`src/rtl/iowrite_disp.sv`:
```
// CPU-written LED and 8-digit seven-segment output block with scan multiplexing.
// Optional leading-zero blanking: define IOWRITE_BLANK_LEADING_ZERO_EN.
module iowrite_disp #(
    parameter int SCAN_DIV = 50000,
    parameter int DIGITS   = 8
) (
    input  logic        clock,
    input  logic        reset,
    input  logic        iow,
    input  logic [1:0]  addr_low,
    input  logic [15:0] wdata,
    output logic [15:0] led,
    output logic [7:0]  seg_an,
    output logic [7:0]  seg_out
);

    localparam int CW = $clog2(SCAN_DIV);
    localparam int DW = $clog2(DIGITS);
    localparam logic [CW-1:0] DIV_LAST = CW'(SCAN_DIV - 1);
    localparam logic [DW-1:0] DIG_LAST = DW'(DIGITS - 1);

    logic [31:0]   seg_data;
    logic [CW-1:0] div_cnt;
    logic [DW-1:0] digit;
    logic [3:0]    nib;
    logic [7:0]    glyph;
    logic [7:0]    seg_next;
    logic [4:0]    shamt;

    always_comb begin
        shamt = {digit, 2'b00};
        nib   = seg_data[shamt +: 4];
    end

    // Active-low segments {dp,g,f,e,d,c,b,a}; dp always off
    always_comb begin
        glyph = 8'hFF;
        unique case (nib)
            4'h0: glyph = 8'hC0;
            4'h1: glyph = 8'hF9;
            4'h2: glyph = 8'hA4;
            4'h3: glyph = 8'hB0;
            4'h4: glyph = 8'h99;
            4'h5: glyph = 8'h92;
            4'h6: glyph = 8'h82;
            4'h7: glyph = 8'hF8;
            4'h8: glyph = 8'h80;
            4'h9: glyph = 8'h90;
            4'hA: glyph = 8'h88;
            4'hB: glyph = 8'h83;
            4'hC: glyph = 8'hC6;
            4'hD: glyph = 8'hA1;
            4'hE: glyph = 8'h86;
            4'hF: glyph = 8'h8E;
        endcase
    end

`ifdef IOWRITE_BLANK_LEADING_ZERO_EN
    logic blank;

    // Digit 0 always lit so an all-zero value still reads "0"
    always_comb begin
        blank    = (digit != '0) && ((seg_data >> shamt) == 32'd0);
        seg_next = blank ? 8'hFF : glyph;
    end
`else
    always_comb begin
        seg_next = glyph;
    end
`endif

    always_ff @(posedge clock) begin
        if (reset) begin
            led      <= 16'h0000;
            seg_data <= 32'h0000_0000;
            div_cnt  <= '0;
            digit    <= '0;
            seg_an   <= 8'hFE;
            seg_out  <= 8'hC0;
        end else begin
            if (iow) begin
                unique case (addr_low)
                    2'b00:   led <= wdata;
                    2'b10:   seg_data[15:0] <= wdata;
                    2'b11:   seg_data[31:16] <= wdata;
                    default: ;
                endcase
            end
            if (div_cnt == DIV_LAST) begin
                div_cnt <= '0;
                digit   <= (digit == DIG_LAST) ? '0 : digit + 1'b1;
            end else begin
                div_cnt <= div_cnt + 1'b1;
            end
            seg_an  <= ~(8'd1 << digit);
            seg_out <= seg_next;
        end
    end

endmodule

```
`config.mk`:
```
export PLATFORM = sky130hd
export DESIGN_NAME = iowrite_disp
export DESIGN_NICKNAME = d
export VERILOG_FILES = /design/src/rtl/iowrite_disp.sv
export SDC_FILE = /design/constraint.sdc
export NUM_CORES = 1
export LEC_CHECK = 0
export ABC_CLOCK_PERIOD_IN_PS = 3070
export CAP_MARGIN = 20
export CELL_PAD_IN_SITES_DETAIL_PLACEMENT = 0
export CELL_PAD_IN_SITES_GLOBAL_PLACEMENT = 1
export CORE_MARGIN = 4
export CORE_UTILIZATION = 40
export CTS_CLUSTER_DIAMETER = 120
export DETAILED_ROUTE_END_ITERATION = 16
export PLACE_DENSITY = 0.9
export REMOVE_ABC_BUFFERS = 1
export SLEW_MARGIN = 0
export SYNTH_ARGS = -nofsm -noshare
export SYNTH_HDL_FRONTEND = slang
export SYNTH_SLANG_ARGS = --single-unit
```
`constraint.sdc`:
```
create_clock -name clock -period 3.07 [get_ports clock]
set_clock_uncertainty 0.1 [all_clocks]
set_input_delay 0.307 -clock clock [delete_from_list [all_inputs] [get_ports clock]]
set_output_delay 0.307 -clock clock [all_outputs]
set_load 0.05 [all_outputs]
```
After elaboration in Yosys (flattened, before gate mapping)
Memory sizes are Yosys's and may differ from the RTL's. A register that Yosys moved wholly into a read port is not among the register bits.
Cells that the tools add are included.
{"block": "word_totals", "input_bits": 21, "out_inout_bits": 32, "romBits": 112, "n_memories": 1, "ff_bits": 83, "wordCells": 23}
{"memory": "(no name shown)", "depth": 16, "word_bits": 7, "read_ports": 1, "rd_ports_with_merged_regs": 1, "wr": 0, "line_no": "38", "source": "unique case (nib)"}
{"block": "op_classes", "n_eq_ne": 4, "n_addsub": 2, "mux": 1, "reduce_logical": 5, "n_shift": 2, "bitwise_logic": 1}
{"cell": "$shiftx A32 B6 Y4", "count": 1}
{"cell": "$add A16 B1 Y16 const B", "count": 1}
{"cell": "$eq A16 B16 Y1 const B", "count": 1}
{"cell": "$not A8 Y8", "count": 1}
{"cell": "$shl A1 B3 Y8 const A", "count": 1}
{"cell": "$reduce_and A2 Y1", "count": 3}
{"cell": "$eq A2 B2 Y1 const B", "count": 2}
{"cell": "$add A3 B1 Y3 const B", "count": 1}
{"cell": "$eq A3 B3 Y1 const B", "count": 1}
{"cell": "$mux W3", "count": 1}
{"cell": "$logic_not A2 Y1", "count": 1}
{"cell": "$reduce_or A2 Y1", "count": 1}

Logic depth before layout (Yosys ltp)
Gate-level depths: netlist (run 1).
{"block": "logic_depth", "ltp_word": 2, "ltp_mapped": 9, "depth_no_buf": 8}

Worst setup path after synthesis (run 1)
Ideal clock, no wire load.
{"block": "synth_timing", "path_kind": "reg-to-reg", "from": "reg digit[0]", "to": "reg seg_out[3]", "setup_ns": 0.086, "slack_ns": 0.769, "t_arrival_ns": 2.116, "path_stages_with_launch": 8, "required_time_ns": 2.884, "path_buffers": 1, "synth_period_minus_slack_ns": 2.301, "path_cell_list": "dfxtp_1 > buf_6 > mux4_2 > mux2i_2 > ha_1 > nor3_1 > a211oi_1 > a211oi_1"}
{"block": "synth_between", "elab_chain_cells": 1}
{"element": "from (decl)", "line_no": "24", "source": "logic [DW-1:0] digit;"}
{"element": "from (signal assigned)", "line_no": "91", "source": "digit <= (digit == DIG_LAST) ? '0 : digit + 1'b1;"}
{"element": "$shiftx A32 B6 Y4", "line_no": "32", "source": "nib = seg_data[shamt +: 4];"}
{"element": "to (decl)", "line_no": "14", "source": "output logic [7:0] seg_out"}
No other way between the ends.
A chain may end at the register's enable or synchronous reset.

Worst setup path after layout (run 1)
Same ends and word-level chain as after synthesis.

==> results of run 1 <==
## path summary, 6_finish.rpt
check,to,slack (ps),cells after the start
setup / recovery,seg_out[3],500,7
hold / removal,digit[2],330,2
setup reg to reg,seg_out[3],500,7
hold reg to reg,seg_data[6],360,2
## metal layers
| metal | GRT usage, % | vias to the layer above |
|---|---|---|
| li1 | - | 1435 |
| met1 | 20.0 | 1246 |
| met2 | 23.0 | 70 |
| met3 | 5.23 | 9 |
| met4 | 4.29 | 0 |
| met5 | 0 | - |
## cell type report
type,instances,area (sq um)
Timing Repair Buffer,54,528
Tap cell,105,131
Fill cell,825,4110
Inverter,8,30.0
Clock inverter,3,42.5
Clock buffer,10,138
Sequential cell,82,1640
Multi-Input combinational cell,296,1720
## kinds of logic after synthesis
| logic type | share of synthesized area, % |
|---|---|
| DFF | 47.2 |
| xor gates and xnor gates | 3.52 |
| and+or+nand+nor | 22.3 |
| AOI/OAI and AO/OA | 11.3 |
| buffers and inverters | 3.52 |
| muxes | 7.41 |
| adders and majority gates | 4.67 |
| other | 0.108 |
## worst register-to-register path, cell delays in order (launching register included)
cell and delay (ps):
dfxtp_1 580, mux4_1 610, mux2_2 330, inv_2 120, ha_1 250, nor3_1 210, a211oi_1 70, a211oi_1 210
## flip-flops by register name, indices dropped and copies added (netlist names)
register / count
seg_data: 32
div_cnt: 16
led: 16
seg_an: 8
seg_out: 7
digit: 3
## cells in the mapped netlist (all sizes together) (2+ instances only)
cell    instances  area share [%]
xor2            7             1.8
o41ai           2            0.72
or2             2            0.36
a211oi          2            0.43
clkbuf         15             1.6
and3            4            0.72
nand4           4            0.72
xnor2           7             1.8
nand2b          5            0.90
nand3           8             1.2
o21ai           2            0.29
a21oi          56             8.2
mux2i           4             1.4
ha             13             4.7
nor3            3            0.43
nand2         116              13
dfxtp          82              47
buf             6             1.0
nor2           33             3.6
inv             8            0.86
mux4            6             4.1
a31oi           2            0.36
mux2            5             1.9
## power groups by stage
stage          Sequential, uW  Clock (uW)  Combinational [uW]
2_1_floorplan            1160           0                66.9
3_3_place_gp             1130           0                 184
3_5_place_dp             1130           0                 186
4_1_cts                  1100         764                 187
5_1_grt                  1110         816                 203
6_report                 1100         741                 186
## cells in the final DEF, fill, tap and decap left out, types with 2 or more instances in the layout
master and count:
a211oi_1 2, a21oi_1 55, a31oi_1 2, and3_1 4
buf_4 3, clkbuf_8 10, clkdlybuf4s50_1 50, dfxtp_1 82
ha_1 13, inv_1 7, mux2_2 2, mux2_4 3
mux2i_1 2, mux2i_2 2, mux4_1 2, mux4_2 4
nand2_1 116, nand2b_1 5, nand3_1 8, nand4_1 4
nor2_1 32, nor3_1 3, o21ai_1 2, or2_2 2
xnor2_1 7, xor2_1 7
## stage by stage
| step | power [uW] | std cells | utilization (%) | hold WS, ps |
|---|---|---|---|---|
| 5_1_grt | 2130 | 558 | 50.7 | 346 |
| 3_3_place_gp | 1310 | 545 | 48.5 | 342 |
| 6_report | 2030 | 558 | 50.7 | 327 |
| 2_1_floorplan | 1230 | 386 | - | 276 |
| 3_5_place_dp | 1320 | 545 | 48.5 | 349 |
| 4_1_cts | 2060 | 558 | 50.7 | 313 |
==> results.md, run 1 <==
- Largest net degree at the start of global routing: 39
- Psw: about 490 uW
- Int Power: 1540 uW
- F_max: between 300 and 400 MHz
- Routed length on met1: around 3.6 mm
- DR iter-0 viols: around 110
- Unrepaired setup endpoints after global routing: no
- Top sig layer: met4
- Initial Util: between 40% and 50%
- Critical path type: register to register
- Yosys reg bits: 82
- Buffers on Ports: 51
- CP required: 3230 ps
- Netlist cell types: 48
- Vias/cell: about 4.9
- Vias in the first global route: 2624
- Top cell by count, worst path: a211oi_1
- Pwr Density: ~480 nW/um^2
- Clk_lat worst skew: between 300 and 400 ps
- Switching portion of total power: 24.1%
- Final wirelength: between 7 and 8 mm
- Tmin final: around 2600 ps
- TritonCTS Buffers: 9
- Die area: 10300 sq um
- Syn_area_per_cell: 8.55 sq um
- Total gr overflow: 0
- Setup crit end kind: register
- Slew Viols, Final: 0
- Routed Antenna Nets: 0
- CP Cell Sequence: mux4_1, mux2_2, inv_2, ha_1, nor3_1, a211oi_1, a211oi_1
- Logic gate share of total power: 9.2%
- Worst hold start: reset
- Top Family by Delay on Critical Path: multiplexers
- Die X: 101 um
- Hold Crit Class: input pin to register
- Clock share of power: 36.5%
- Place WS: 491 ps
- Routed WL per cell: 13.2 um
- Leakage power: 0.00149 uW
- Crit path launch type: register
- First-pass GRT wire length: approximately 12 mm
- Met2 routed WL: ~3.2 mm
- RR Startpoint: digit[0]
- CP Max Fanout: 10
- Number of enable flip-flop cells after synthesis: 0
- Clk slew on worst S/H paths: 70 ps
- TritonCTS clock tree: done
- Status: finished clean
- Buf/Inv on CP: 1
- Fin Setup TNS: 0 ps
- Peak per-stage delay on the critical path: 600 ps
- Worst-margin pin slew: between 600 and 700 ps
- Core area: 8340 sq um
- Std-Cell Rows: 33
- # Post-CTS Setup Buffers: 0
- Hold buffers post-CTS: 0
- Period utilization: 83.9%
- Initial antenna violation count: 0
- Slowest CP cell: mux4_1
- DRC violations left: 0
- Area grow syn2layout: 21.5%
- Register area share after synthesis: 47.2%
- Arr. time, crit path: 2740 ps
- Finish-stage setup viols: 0
- Synth Flop Type: dfxtp_1
- I/O pin cnt: 53
- Die Ht: 101 um
- Share of cells above drive strength 1: 7.73%
- Global placement routability congestion: around 0.86
- Clock sink count: 82
- Nets: 485
- Cell Area, Placed: 4050 sq um
- Max cap viols: 0
- Slew HR: a little under three fifths
- Hold Fails Final Rpt: 0
- Finished Cell Area: 4230 sq um
- Worst vdd ir: 235 uV
- Detailed Routing Iterations Pass 1: 4
- Ys Warns: 0
- Cell area after synthesis: 3480 sq um
- Worst setup margin: ~500 ps
- Fraction of registers with async set/reset: 0%
- Synthesized instance count: 407
- Cts repair resizes: 0
- Metal3 WL: about 450 um
- Clock root buffer: clkbuf_8
- Max Root-Sink Buffers: 2
- All-Layer GR Usage: 15.0%
- H-tree Lvls: 3
- Flop pwr share: 54.4%
- Antenna diode count: 0
- Detailed-route via count: 2760
- Worst setup startpoint: digit[0]
- Dpl hpwl: 5.17 mm
No activity file was read; power rests on OpenSTA's default activity.
==> run 2: changes to the inputs <==
--- a/config.mk
+++ b/config.mk
@@ -5,15 +5,15 @@
 export SDC_FILE = /design/constraint.sdc
 export NUM_CORES = 1
 export LEC_CHECK = 0
-export ABC_CLOCK_PERIOD_IN_PS = 3070
+export ABC_CLOCK_PERIOD_IN_PS = 2170
 export CAP_MARGIN = 20
 export CELL_PAD_IN_SITES_DETAIL_PLACEMENT = 0
 export CELL_PAD_IN_SITES_GLOBAL_PLACEMENT = 1
 export CORE_MARGIN = 4
-export CORE_UTILIZATION = 40
+export CORE_UTILIZATION = 36
 export CTS_CLUSTER_DIAMETER = 120
 export DETAILED_ROUTE_END_ITERATION = 16
-export PLACE_DENSITY = 0.9
+export PLACE_DENSITY = 0.86
 export REMOVE_ABC_BUFFERS = 1
 export SLEW_MARGIN = 0
 export SYNTH_ARGS = -nofsm -noshare
==> constraint.sdc (replaced) <==
create_clock -name clock -period 2.17 [get_ports clock]
set_clock_uncertainty 0.1 [all_clocks]
set_input_delay 0.217 -clock clock [delete_from_list [all_inputs] [get_ports clock]]
set_output_delay 0.217 -clock clock [all_outputs]
set_load 0.05 [all_outputs]
==> run 2 against run 1 <==
Net effect:
- cell count up 7.3%
- count of clock-buffer cells in the layout is the same
- register-to-register slack lost 420 ps
- cell area rose by 4.1%
- die area is 10% higher
- wire length up 5.4%
- utilization decreased by 3.5 points
- flip-flop and latch count unchanged
- critical endpoint unchanged
- largest power group unchanged
==> results.md, run 2 (synthesized netlist as in run 1, its figures left out) <==
- Tmin final: 2100 ps (was 2570 ps)
- Pwr Density: 631 nW/um^2 (was 481 nW/um^2)
- Arr. time, crit path: 2260 ps (was 2740 ps)
- Worst-margin pin slew: 514 ps (was 657 ps)
- Most frequent cells in the layout: nand2_1 (116), dfxtp_1 (80), a21oi_1 (54), clkdlybuf4s50_1 (50), nor2_1 (32) (was nand2_1 (116), dfxtp_1 (82), a21oi_1 (55), clkdlybuf4s50_1 (50), nor2_1 (32))
- Slowest CP cell: mux4_2 (was mux4_1)
- Dpl hpwl: 5.64 mm (was 5.17 mm)
- Hold Fails Final Rpt: 0 (unchanged)
- Period utilization: 96.6% (was 83.9%)
- Vias/cell: 4.79 (was 4.95)
- Leakage power: 0.00154 uW (was 0.00149 uW)
- Die Ht: 106 um (was 101 um)
- Buf/Inv on CP: 1 (unchanged)
- Largest registers: seg_data x32, div_cnt x16, led x16 (unchanged)
- H-tree Lvls: 3 (unchanged)
- F_max: 477 MHz (was 388 MHz)
- Crit path launch type: register (unchanged)
- Clock root buffer: clkbuf_8 (unchanged)
- Max Root-Sink Buffers: 2 (unchanged)
- Share of cells above drive strength 1: 12.8% (was 7.73%)
- Clock sink count: 82 (unchanged)
- Setup crit end kind: register (unchanged)
- DRC violations left: 0 (unchanged)
- DP Cell Count: 583 (was 545)
- Max FFs per register: 32 (unchanged)
- All-Layer GR Usage: 14.2% (was 15.0%)
- Clk_lat worst skew: 340 ps (was 350 ps)
- Metal3 WL: 368 um (was 453 um)
- Status: finished clean (unchanged)
- Vias in the first global route: 2769 (was 2624)
- Hold slack: 200 ps (was 327 ps)
- Met2 routed WL: 3.62 mm (was 3.23 mm)
- Max cap viols: 0 (unchanged)
- Initial Util: 37.3% (was 41.7%)
- Worst vdd ir: 373 uV (was 235 uV)
- Slew Viols, Final: 0 (unchanged)
- Top sig layer: met4 (unchanged)
- Final wirelength: 7.76 mm (was 7.36 mm)
- Detailed-route via count: 2872 (was 2760)
- Hold buffers post-CTS: 0 (unchanged)
- Finish-stage setup viols: 0 (unchanged)
- I/O pin cnt: 53 (unchanged)
- Largest net degree at the start of global routing: 26 (was 39)
- Core area: 9330 sq um (was 8340 sq um)
- TritonCTS clock tree: done (unchanged)
- Routed length on met1: 3.65 mm (was 3.56 mm)
- Nets: 500 (was 485)
- Unrepaired setup endpoints after global routing: no (unchanged)
- CP required: 2330 ps (was 3230 ps)
- Area grow syn2layout: 26.4% (was 21.5%)
- Std-Cell Rows: 35 (was 33)
- Buffers on Ports: 51 (unchanged)
- Global placement routability congestion: 0.853 (was 0.857)
- Top Family by Delay on Critical Path: multiplexers (unchanged)
- Hold Crit Class: input pin to register (unchanged)
- Die area: 11300 sq um (was 10300 sq um)
- TritonCTS Buffers: 9 (unchanged)
- Top cell by count, worst path: a211oi_1 (unchanged)
- Total gr overflow: 0 (unchanged)
- Peak per-stage delay on the critical path: 500 ps (was 600 ps)
- Critical path type: register to register (unchanged)
- Most common cell after layout, fill and taps aside: nand2_1 (unchanged)
- First-pass GRT wire length: 13.0 mm (was 12.3 mm)
- Clk slew on worst S/H paths: 80 ps (was 70 ps)
- Detailed Routing Iterations Pass 1: 4 (unchanged)
- CP Max Fanout: 6 (was 10)
- Post-route insts no fill: 599 (was 558)
- Place WS: -148 ps (was 491 ps)
- CP Cell Sequence: mux4_2, mux2_4, inv_2, ha_1, nor3_2, a211oi_1, a211oi_1 (was mux4_1, mux2_2, inv_2, ha_1, nor3_1, a211oi_1, a211oi_1)
- Slew HR: 65.6% (was 56.1%)
- Flop-to-flop setup slack: 70 ps (was 500 ps)
- Top reg by flops: seg_data (unchanged)
- Die X: 106 um (was 101 um)
- Initial antenna violation count: 0 (unchanged)
- Routed WL per cell: 13.0 um (was 13.2 um)
- Antenna diode count: 0 (unchanged)
- DR iter-0 viols: 86 (was 114)
- Worst setup margin: 73.4 ps (was 496 ps)
- Routed Antenna Nets: 0 (unchanged)
## run 2: cell types whose count changed in the layout (fill, tap and decap cells not counted), sizes merged
| cell | delta |
|---|---|
| clkinvlp | +2 |
| bufinv | -1 |
| buf | +15 |
| clkinv | +1 |
## run 2: stage by stage
stage	TNS, ps	util, %	total power, uW	area (sq um)
finish	0	47.2	2780	4400
detailed placement	-535	44.8	1880	4180
CTS	0	46.7	2800	4360
global placement	-168	44.8	1870	4180
floorplan	-1200	-	1740	3390
global route	0	47.2	2900	4400
## run 2: worst reg2reg max path, delay by kind of cell, from the launching register on
kind	cells	cell delay (ps)
mux	2	790
fa+ha+maj	1	240
buf+inv	1	60
flops	1	400
simple gates	1	190
compound gates	2	230
## run 2: final cells by class
type	count	area, sq um
Inverter	8	30.0
Sequential cell	82	1650
Tap cell	129	161
Timing Repair Buffer	69	641
Clock inverter	5	32.5
Multi-Input combinational cell	296	1760
Fill cell	917	4930
Clock buffer	10	128
## run 2: final timing paths
path                     start           end  cells past startpoint
setup / recovery      digit[0]    seg_out[3]                      7
hold / removal           reset  seg_data[30]                      2
setup reg to reg      digit[0]    seg_out[3]                      7
hold reg to reg   seg_data[24]  seg_data[24]                      2
## run 2: repair_timing
item | CTS | global route
buffers inserted | 0 | 1
gates resized for setup | 6 | 9
endpoints found under the setup margin | 7 | 6
pin swaps | 1 | 0
## run 2: per-layer routing
metal / vias up / GRT usage (%)
li1: 1470 / -
met1: 1336 / 17.9
met2: 56 / 23.6
met3: 10 / 3.28
met4: 0 / 5.46
met5: - / 0
## run 2: power by group
group | internal [uW] | switching (uW)
sequential | 1540 | 21.4
combinational | 111 | 170
clock | 405 | 528
total | 2060 | 719
==> patch 1 (settings of run 1) <==
Register the output `seg_out` once more, without a reset; this adds one clock of latency there. The other outputs are not delayed to match.
--- a/src/rtl/iowrite_disp.sv
+++ b/src/rtl/iowrite_disp.sv
@@ -19,4 +19,6 @@
     localparam logic [CW-1:0] DIV_LAST = CW'(SCAN_DIV - 1);
     localparam logic [DW-1:0] DIG_LAST = DW'(DIGITS - 1);
+
+    logic [7:0] seg_s0;
 
     logic [31:0]   seg_data;
@@ -77,5 +79,5 @@
             digit    <= '0;
             seg_an   <= 8'hFE;
-            seg_out  <= 8'hC0;
+            seg_s0   <= 8'hC0;
         end else begin
             if (iow) begin
@@ -94,6 +96,10 @@
             end
             seg_an  <= ~(8'd1 << digit);
-            seg_out <= seg_next;
+            seg_s0 <= seg_next;
         end
+    end
+
+    always_ff @(posedge clock) begin
+        seg_out <= seg_s0;
     end
 
Check against the original RTL: not equivalent (Yosys sat finds a counterexample within 4 cycles, from zero or initial values and one cycle with reset high).
==> patch 1 against run 1 <==
  * Design area up 4.2%
  * Synthesized area increased by 4.0%
  * Global-route usage shrank 0.46 points
  * Power increased by 9.2%
  * Sequential cell count grew 7
  * Setup slack lost 0.019 ns
  * Die area increased by 3.7%
  * Routed wire length down 1.4%
==> patch 1: results (changes against run 1) <==
| Metric | Value |
|---|---|
| Synth top area cells | dfxtp_1, nand2_1, a21oi_1 |
| Max stage delay on crit path | 0.62 ns (+0.02 ns) |
| Via count | 2,801 (+1.5%) |
| Met3 WL | 375 um (-17%) |
| Worst min path class | reg -> reg |
| Max VDD drop | 272 uV (+16%) |
| NonClk Buf Share | 12.0% (-0.50 points) |
| Seq/Total Area, Yosys | 49.2% (+2.0 points) |
| Number of global-route vias before repair | 2,665 (+1.6%) |
| Yosys reg bits | 89 (+8.5%) |
| Design internal power | 1.68 mW (+8.8%) |
| Largest net degree at the start of global routing | 42 (+7.7%) |
| Detailed Route WL | 7250 um (-1.4%) |
| Total GRT Usage | 14.5% (-0.46 points) |
| Design area | 0.00440 mm2 (+4.2%) |
| Fraction of final layout cells sized beyond drive strength 1 | 8.21% (+0.48 points) |
| Register area | 0.00178 mm2 (+8.5%) |
| Average size of a mapped cell | 8.74 um2 (+2.3%) |
| Place WS | 0.493 ns (+0.00214 ns) |
| Gp weighted congestion | 0.805 (-6.1%) |
| First-pass GRT wire length | 12,200 um (-0.45%) |
| Pleak | 1.56 nW (+4.6%) |
| Worst Max-Slew Pin Slew | 0.673 ns (+0.0166 ns) |
| Fillers | 833 (+0.97%) |
| Dpl cell area | 0.00419 mm2 (+3.6%) |
| Clock group power | 0.835 mW (+13%) |
| DP HPWL | 5170 um (-0.17%) |
| Result of the run | finished, final reports clean |
| Routed vias/inst | 4.91 (-0.83%) |
| Clk cell area share | 4.86% (+0.60 points) |
| Nets | 492 (+1.4%) |
| Iteration-0 DRC Markers | 110 (-3.5%) |
| Switching power total | 0.541 mW (+11%) |
| Chip Width | 103 um (+1.8%) |
| CP max stage cell | dfxtp_1 |
| DP Cell Count | 555 (+1.8%) |
| Post-synth top cells | nand2_1, dfxtp_1, a21oi_1, nor2_1, clkbuf_1 |
## patch 1: cell types whose count changed after synthesis, sizes merged
cell   delta
dfxtp     +7
## patch 1: worst paths after layout
path | start | endpoint | slack (ns) | cells past startpoint
worst max-delay path | digit[0] | seg_s0[3] | 0.48 | 7
worst min-delay path | seg_s0[2] | seg_out[2] | 0.23 | 0
worst max register to register | digit[0] | seg_s0[3] | 0.48 | 7
worst min register to register | seg_s0[2] | seg_out[2] | 0.23 | 0
## patch 1: logic make-up (layout without fill, tap and decap cells)
kind of cell	Yosys count	count (layout)	share of synthesized area, %
DFF	89	89	49.2
AOI/OAI and AO/OA	70	70	10.9
adders and majority gates	13	13	4.49
other	1	1	0.104
and+or+nand+nor	183	183	21.4
buffers and inverters	29	78	3.39
muxes	15	15	7.12
xor gates and xnor gates	14	14	3.39
## patch 1: per-layer routing
metal | track usage [%] | vias up
li1 | - | 1460
met1 | 20.1 | 1271
met2 | 22.2 | 62
met3 | 4.33 | 8
met4 | 3.88 | 0
met5 | 0 | -
==> patch 2 (settings of run 1) <==
Without the edit above. Build with the macro `IOWRITE_BLANK_LEADING_ZERO_EN` defined.
--- a/src/rtl/iowrite_disp.sv
+++ b/src/rtl/iowrite_disp.sv
@@ -1,4 +1,6 @@
 // CPU-written LED and 8-digit seven-segment output block with scan multiplexing.
 // Optional leading-zero blanking: define IOWRITE_BLANK_LEADING_ZERO_EN.
+`define IOWRITE_BLANK_LEADING_ZERO_EN
+
 module iowrite_disp #(
     parameter int SCAN_DIV = 50000,
Formal check against the unedited RTL: no difference found for any inputs over 10 cycles, from zero or initial values and one cycle with reset high; that may be too few to reach the edited logic, so the function may still have changed.
==> patch 2 against run 1 <==
  * Synthesized area up 7.8%
  * Utilization down 1.2 points
  * Design area up 7.5%
  * Setup slack worse by 0.24 ns
  * Power up 6.9%
  * Clock power up 14%
  * Highest routed layer unchanged
  * Routed wire length up 17%
  * Sequential cell count unchanged
==> patch 2: results (changes against run 1) <==
| Metric | Value |
|---|---|
| Result of the run | finished, final reports clean |
| Max VDD drop | 279 uV (+19%) |
| Non-clk bufs | 58 (+7.4%) |
| Met3 WL | 475 um (+4.9%) |
| Uppermost routed layer | met4 |
| Largest net degree at the start of global routing | 64 (+64%) |
| Seq/Total Area, Yosys | 43.7% (-3.4 points) |
| Max_slew headroom | 50.4% (-5.7 points) |
| Worst min path class | reg -> reg |
| Worst-path fanout max | 7 (-3) |
| Worst-Skew Late Latency | 0.35 ns (about the same) |
| Number of global-route vias before repair | 2,997 (+14%) |
| Signal inverters | 9 (+1) |
| First-pass GRT wire length | 14,200 um (+16%) |
| Multi-input gates | 336 (+14%) |
| Synth top area cells | dfxtp_1, nand2_1, a21oi_1 |
| Switch share | 24.9% (+0.80 points) |
| Dpl cell area | 0.00432 mm2 (+6.8%) |
| Power per Cell Area | 478 mW/mm2 (-0.65%) |
| Total GRT Usage | 15.7% (+0.71 points) |
| Register area | 0.00164 mm2 (unchanged) |
| Async SR Flop Fraction | 0% (unchanged) |
| Compound-cell area share of the yosys netlist | 14.1% (+2.8 points) |
| Multi-input gate share of total cell area | 43.1% (+2.5 points) |
| Xor and xnor area share after synthesis | 2.80% (-0.72 points) |
| Proportion of synthesized area in mux cells | 6.47% (-0.94 points) |
| Post-Syn Instances | 453 (+11%) |
| Synth Area in Adders | 4.33% (-0.34 points) |
| Met1 Wirelength | 4040 um (+14%) |
| Layout Cells excl Fill | 611 (+9.5%) |
| Clock transition at path regs | 0.09 ns (+0.02 ns) |
| Place WS | 0.278 ns (-0.213 ns) |
| Nets | 530 (+9.3%) |
| TritonRoute pass-1 iters | 5 (+1) |
| Pleak | 1.63 nW (+9.2%) |
| Synth warn | 0 (unchanged) |
| GR Layer Usage met2 | 25.6% (+2.6 points) |
| Seq Cell Count | 82 (unchanged) |
| M1 GR Usage | 20.4% (+0.34 points) |
| Detailed Route WL | 8610 um (+17%) |
| Fillers | 882 (+6.9%) |
| DP Cell Count | 596 (+9.4%) |
| GRT met3 Usage | 4.32% (-0.91 points) |
| Clk cell area share | 4.71% (+0.44 points) |
| Fraction of final layout cells sized beyond drive strength 1 | 8.00% (+0.27 points) |
| Synth cell types | 50 (+4.2%) |
| Gp weighted congestion | 0.877 (+2.3%) |
| NonClk Buf Share | 12.3% (-0.22 points) |
| Iteration-0 DRC Markers | 183 (+61%) |
| Post-synth top cells | nand2_1, dfxtp_1, a21oi_1, nor2_1, clkbuf_1 |
| Diode count | 0 (unchanged) |
| Met2 routed WL | 3990 um (+24%) |
| DP HPWL | 6130 um (+19%) |
| Power share of the combinational group | 9.9% (+0.7 points) |
| Area occupied by multi-input gates | 0.00196 mm2 (+14%) |
| Via count | 3,220 (+17%) |
| Crit path DAT | 2.99 ns (+0.25 ns) |
| Area Overhead vs Synth | 21.1% |
==> patch 2: cell types whose count changed in the layout (fill, tap and decap cells not counted), sizes merged, moves of 4 or more <==
cell,change
nor3,+11
o21ai,+4
nor4,+5
buf,+4
a21oi,+13
==> patch 2: what timing repair did <==
| item | in CTS | in global routing |
|---|---|---|
| setup endpoints to repair | 0 | 5 |
| hold buffers | 0 | 0 |
| buffers inserted | 0 | 0 |
| resized for setup | 0 | 2 |
==> patch 2: worst max-delay path: stages, from the launching register on <==
cell and delay [ns]:
dfxtp_1 0.50, mux4_2 0.57, mux2i_1 0.20, ha_1 0.24, o311ai_0 0.18, a2111oi_1 0.45, o311ai_2 0.31, a31oi_1 0.20
==> patch 2: final timing paths <==
kind                               start         end  slack (ns)  cells past startpoint
worst max-delay path            digit[0]  seg_out[0]        0.26                      7
worst min register to register    led[9]      led[9]        0.36                      2
worst min-delay path              led[9]      led[9]        0.36                      2
worst max register to register  digit[0]  seg_out[0]        0.26                      7
